$ cat src/rtl/keyed_mux_lock.sv
// keyed_mux_lock: serially keyed bank of 1-of-2**KEY_W muxes with failed-attempt lockout
module keyed_mux_lock #(
  parameter int KEY_W = 2,
  parameter int CH = 1,
  parameter logic [2**KEY_W-1:0] ALLOW_MASK = 4'b0111,
  parameter int MAX_FAIL = 3
) (
  input  logic                    CK,
  input  logic                    RN,
  input  logic [CH*2**KEY_W-1:0]  din,
  input  logic                    key_start,
  input  logic                    key_in,
  input  logic                    key_vld,
  output logic [CH-1:0]           mux_o,
  output logic                    active,
  output logic                    fault,
  output logic                    lockout,
  output logic                    busy,
  output logic [3:0]              fail_cnt
);
  localparam int N = 2**KEY_W;
  localparam int KL = CH*KEY_W;
  localparam int CW = $clog2(KL+1);
  typedef enum logic [2:0] {IDLE, LOAD, CHECK, ACTIVE, FAULT, LOCKOUT} state_t;
  state_t state_q, state_d;
  logic [KL-1:0] key_q, key_d;
  logic [CW-1:0] cnt_q, cnt_d;
  logic [3:0] fail_q, fail_d;
  logic [CH-1:0] sel, mux_q, mux_d;
  logic key_ok;
  logic active_q, fault_q, lockout_q, busy_q;
  // per-channel field decode: allowed-code check and selected data bit
  always_comb begin
    key_ok = 1'b1;
    sel = '0;
    for (int c = 0; c < CH; c++) begin
      key_ok &= ALLOW_MASK[key_q[c*KEY_W +: KEY_W]];
      sel[c] = din[c*N + int'(key_q[c*KEY_W +: KEY_W])];
    end
  end
  // next-state, key shift register, bit counter and fail counter
  always_comb begin
    state_d = state_q;
    key_d = key_q;
    cnt_d = cnt_q;
    fail_d = fail_q;
    case (state_q)
      IDLE, ACTIVE, FAULT: if (key_start) begin
        state_d = LOAD;
        key_d = '0;
        cnt_d = '0;
      end
      LOAD: if (key_start) begin
        key_d = '0;
        cnt_d = '0;
      end else if (key_vld) begin
        key_d = KL'({key_q, key_in});
        cnt_d = cnt_q + 1'b1;
        state_d = (cnt_q == CW'(KL-1)) ? CHECK : LOAD;
      end
      CHECK: if (key_ok) begin
        state_d = ACTIVE;
      end else begin
        fail_d = (fail_q == 4'(MAX_FAIL)) ? fail_q : fail_q + 4'd1;
        state_d = (fail_d == 4'(MAX_FAIL)) ? LOCKOUT : FAULT;
      end
      default: state_d = state_q;
    endcase
    mux_d = (state_q == ACTIVE && state_d == ACTIVE) ? sel : '0;
  end
  // state, key and registered output decodes
  always_ff @(posedge CK or negedge RN) begin
    if (!RN) begin
      state_q <= IDLE;
      key_q <= '0;
      cnt_q <= '0;
      fail_q <= '0;
      mux_q <= '0;
      active_q <= 1'b0;
      fault_q <= 1'b0;
      lockout_q <= 1'b0;
      busy_q <= 1'b0;
    end else begin
      state_q <= state_d;
      key_q <= key_d;
      cnt_q <= cnt_d;
      fail_q <= fail_d;
      mux_q <= mux_d;
      active_q <= state_d == ACTIVE;
      fault_q <= state_d == FAULT;
      lockout_q <= state_d == LOCKOUT;
      busy_q <= state_d == LOAD || state_d == CHECK;
    end
  end
  assign mux_o = mux_q;
  assign active = active_q;
  assign fault = fault_q;
  assign lockout = lockout_q;
  assign busy = busy_q;
  assign fail_cnt = fail_q;
endmodule

$ cat config.mk
export PLATFORM = sky130hd
export DESIGN_NAME = keyed_mux_lock
export DESIGN_NICKNAME = d
export VERILOG_FILES = /design/src/rtl/keyed_mux_lock.sv
export SDC_FILE = /design/constraint.sdc
export NUM_CORES = 1
export LEC_CHECK = 0
export CAP_MARGIN = 40
export CELL_PAD_IN_SITES_DETAIL_PLACEMENT = 1
export CELL_PAD_IN_SITES_GLOBAL_PLACEMENT = 1
export CORE_AREA = 2 2 50 52
export CTS_CLUSTER_SIZE = 40
export DETAILED_ROUTE_END_ITERATION = 16
export DIE_AREA = 0 0 52 54
export MAX_ROUTING_LAYER = met4
export PLACE_DENSITY = 0.84
export SLEW_MARGIN = 20
export SYNTH_ARGS = -nofsm -noshare
export SYNTH_HDL_FRONTEND = slang
export SYNTH_SLANG_ARGS = --single-unit
$ cat constraint.sdc
create_clock -name CK -period 1.9 [get_ports CK]
set_input_delay 0.38 -clock CK [delete_from_list [all_inputs] [get_ports CK]]
set_output_delay 0.38 -clock CK [all_outputs]
set_load 0.02 [all_outputs]
======== After elaboration in Yosys (flattened, before gate mapping) ========
Index checks and enable logic that the tools add are counted.
storage, ports and cells
  flip-flop bits (word level) ............. 16
cells by class
  reductions and logical operators ........ 7
  $lt $le $gt $ge ......................... 2
  bitwise gates (word level) .............. 1
  equal/unequal tests ..................... 14
  add/subtract/negate cells ............... 2
  mux-type cells .......................... 20
operators by type and width
  kind                 number
  $eq 3x2->1 const B   4
  $mux 2               6
  $mux 3               4
  $eq 3x3->1 const B   3
  $pmux 3 s3           1
  $eq 4x2->1 const B   2
  $pmux 2 s2           2
  $eq 3x1->1 const B   2
  $lt 2x3->1 const B   2
  $add 4x1->4 const B  1
  $bmux 1 s2           2
  $mux 1               4
  $mux 4               1
  $logic_not 3->1      1
  $ne 3x3->1 const B   1
  $reduce_and 3->1     1
  $reduce_or 3->1      1
  $add 2x1->2 const B  1
  $eq 2x1->1 const B   1
  $ne 2x2->1 const B   1
  $reduce_and 2->1     1
  $reduce_bool 2->1    1
  $logic_and 1x1->1    1
  $logic_or 1x1->1     1
  $not 1->1            1

======== Logic depth before layout (Yosys ltp) ========
  depth in word-level cells ............... 9
  gate-level depth with buffers ........... 6
  depth with buffers taken out ............ 6

======== Worst setup path after synthesis ========
OpenSTA, ideal clock, no wires.
  path kind ............................... reg-to-reg
  from .................................... register fail_q[0], in the netlist fail_cnt[0]
  to ...................................... register lockout_q, in the netlist lockout
  setup time .............................. 0.080 ns
  arrival ................................. 1.589 ns
  slack ................................... 0.231 ns
  cell stages (with the launch flop) ...... 6
  path through ............................ dfrtp_1 > ha_1 > nor3b_1 > a32oi_1 > o31ai_4 > nor3b_2
on the way
  longest elaborated chain between the ends .. 7
  elaborated cells on any way between the ends .. 8
ends and longest elaborated chain
  element                                    line  text
  from (decl)                                28    logic [3:0] fail_q, fail_d;
  from (signal assigned)                     87    fail_q <= fail_d;
  $add 4x1->4 or $eq 4x2->1 (tied branches)  64    fail_d = (fail_q == 4'(MAX_FAIL)) ? fail_q : fail_q + 4'd1;
  $mux 4 (*)                                 64
  $eq 4x2->1 (*)                             65    state_d = (fail_d == 4'(MAX_FAIL)) ? LOCKOUT : FAULT;
  $mux 1 (*)                                 65
  $mux 3 (*)                                 61    CHECK: if (key_ok) begin
  $pmux 3 s3 (*)                             47    case (state_q)
  via state_d[0]                             25    state_t state_q, state_d;
  $eq 3x3->1 (*)                             91    lockout_q <= state_d == LOCKOUT;
  to (signal assigned)                       81    lockout_q <= 1'b0;
  to (signal assigned)                       91
  to (decl)                                  31    logic active_q, fault_q, lockout_q, busy_q;
The timed path passes the listed nets; every way through them passes the cells marked *.
A chain may end at the register's enable or synchronous reset.

======== Worst setup path in the final report ========
  from .................................... register fail_q[0], in the netlist fail_cnt[0]
  to ...................................... output port fail_cnt[0]
RTL lines
  element    line  text
  to (decl)  19    output logic [3:0] fail_cnt
No word-level cell between the ends.

==> summary.txt <==
Outcome
  • Status: complete, no violations

Detailed routing
  • Routed Antenna Nets: 0
  • Post-DR wirelength/cell: 13.75 um
  • # DRC: 0
  • Detailed Route WL: roughly 1800 um
  • Vias: 660
  • 1st-pass router iterations: 4
  • Initial DRC Count: 15
  • Via density: about 5

Placement
  • Place WS: -42.57 ps
  • Routability cong.: roughly 0.82
  • IO Port Bufs: 17
  • Final HPWL from detailed placement: between 1000 and 1500 um

Floorplanning
  • Initial Util: between 30% and 40%
  • Horiz. Die Dim: between 50 and 60 um
  • IO Pins: 18
  • Core ar.: between 2000 and 2500 um^2
  • Die ar.: 2808 um^2
  • Die height: approximately 54 um
  • Row count: 18

Clock network
  • Postcts setup bufs: 0
  • Clk slew on worst S/H paths: around 100 ps
  • Clk_lat worst skew: 290 ps
  • CTS H-tree lvls: 1
  • Cts bufs inserted: 3
  • CTS tree: built
  • Sink Count: 16
  • Clock Tree Root: clkbuf_4
  • Clock Tree Buf Depth: 2

Timing
  • Actual slew at the worst max-slew pin: 488.0 ps
  • Fin Setup TNS: 0 ps
  • Post-Route Skew: 8.111 ps
  • Fmax: 0.5668 GHz
  • Final worst setup slack: between 100 and 150 ps
  • Final setup vio count: 0
  • Min Tclk post-route: 1764 ps
  • Final period utilization: between 90% and 100%
  • Final Hold Vio Count: 0
  • Worst hold margin: about 400 ps
  • Worst slew margin: 67.47%
  • RSZ-0062 raised after global routing: no
  • Max-slew violation count: 0

Yosys
  • Synth Cell Area: between 800 and 900 um^2
  • Cells after Synth: 76
  • Synth unique cells: 34
  • Post-synth EDFFs: 0
  • Syn Area/Cell: between 10 and 15 um^2
  • Syn_nets: 87
  • Sequential area share after synthesis: 47.76%
  • Post-synth ARST share: 100.0%
  • Synth warnings: 0
  • Synth Register Bits: 16
  • Ys flop type: dfrtp_1

Global route
  • First-pass GRT wire length: between 3000 and 4000 um
  • Initial antenna violation count: 0
  • Number of global-route vias before repair: between 600 and 700
  • Aggregate global-route resource usage: roughly 16%
  • Total gr overflow: 0
  • Largest net degree at the start of global routing: 17

Setup path
  • Critical-path cell list: clkdlybuf4s50_1
  • CP bufs+invs: 1
  • Reg-to-reg endpoint: fail_cnt[1]
  • Worst path slowest cell: clkdlybuf4s50_1
  • Setup CP Type: reg2out
  • Worst flop-to-flop path startpoint: state_q[0]
  • Worst Setup EP: fail_cnt[0]
  • Reg-to-reg slack, setup: ~230 ps
  • Crit path depth: 1
  • R2r worst-path depth: 4
  • Crit-path leading delay family: buffers and inverters
  • Crit path DAT: 1380 ps
  • Crit. End Element: output port
  • Crit path largest cell delay: ~640 ps
  • CP Max Fanout: 6
  • Req. time, crit path: between 1500 and 2000 ps
  • Crit path from: fail_cnt[0]
  • Worst setup SP type: register

Final layout
  • Fillcell total: between 200 and 300
  • Layout area overhead: 33.58%
  • Most frequent cells in the layout: clkdlybuf4s50_1 (17), dfrtp_1 (16), inv_1 (9)
  • Leading cell type in the layout, fill and taps excluded: clkdlybuf4s50_1
  • Ant. Diodes: 0
  • Layout cells sized above 1: 17.82%
  • Nets: 113

Power and ir drop
  • Tot Pwr: 1.274 mW
  • Cell Pwr Density: 1138 nW/um^2
  • Leakage: just over 0.5 nW
  • VDD IR max: around 620 uV

Run
  • Max_cap viols: 0

Hold path
  • HP Class: in2async
[layer usage]
layer | GRT usage (%) | vias up | wire length, um
li1 | - | 323 | -
met2 | 27.85 | 15 | 924
met1 | 16.81 | 318 | 769
met4 | 9.211 | 0 | 40
met3 | 3.333 | 4 | 66
met5 | - | - | 0
[what timing repair did]
action | in CTS | in global routing
resized for setup | 0 | 1
endpoints found under the setup margin | 0 | 1
hold buffers | 0 | 0
[cell usage after synthesis, drive strengths merged (2+ instances only)]
cell type  number  share of area (%)
dfrtp          16                 48
ha              2                3.0
inv             9                4.0
mux2i           4                4.8
nand2           8                3.6
nand2b          2                1.5
nand3           2                1.2
nor2            3                1.3
nor2b           2                1.5
nor3b           3                3.9
o21ai           2                2.1
xor2            2                2.1
[flip-flops by register name, indices dropped and copies added, names as in the netlist]
signal and flops:
fail_cnt 4, state_q 3, cnt_q 2, key_q 2, active 1, busy 1
fault 1, lockout 1, mux_o 1
[worst min path at each step]
stage / startpoint / end / slack, ps / depth (start not counted)
final: RN / mux_o / 400 / 2
after global routing: RN / mux_o / 400 / 2
after CTS: RN / mux_o / 400 / 2
after detailed placement: cnt_q[0] / cnt_q[0] / 480 / 1
after global placement: cnt_q[0] / cnt_q[0] / 470 / 1
after floorplan: RN / active / 80 / 0
[where the power goes]
group / internal [mW] / total, mW / switching (mW)
sequential: 0.427 / 0.532 / 0.106
clock: 0.117 / 0.227 / 0.110
combinational: 0.268 / 0.515 / 0.247
[area by class of cell]
| class | count | area (um^2) | share of cell area, % |
|---|---|---|---|
| Sequential cell | 16 | 400.4 | 35.75 |
| Timing Repair Buffer | 22 | 207.7 | 18.55 |
| Clock buffer | 4 | 36.28 | 3.240 |
| Multi-Input combinational cell | 50 | 404.1 | 36.09 |
| Inverter | 9 | 33.78 | 3.017 |
| Tap cell | 30 | 37.54 | 3.352 |
[through the flow]
step | cells | instance area (um^2) | util [%]
floorplan | 76 | 838.3 | -
global placement | 127 | 1079 | 46.49
detailed placement | 127 | 1079 | 46.49
CTS | 131 | 1115 | 48.06
global route | 131 | 1120 | 48.27
finish | 131 | 1120 | 48.27
[kinds of logic after synthesis]
group           count (synthesis)  share of synthesized area, %
mux                             6                         8.806
simple gates                   28                         20.75
compound gates                 11                         11.94
fa+ha+maj                       2                         2.985
buf+inv                        10                         4.626
flops                          16                         47.76
xor+xnor                        3                         3.135
(Power assumes the default switching activity.)
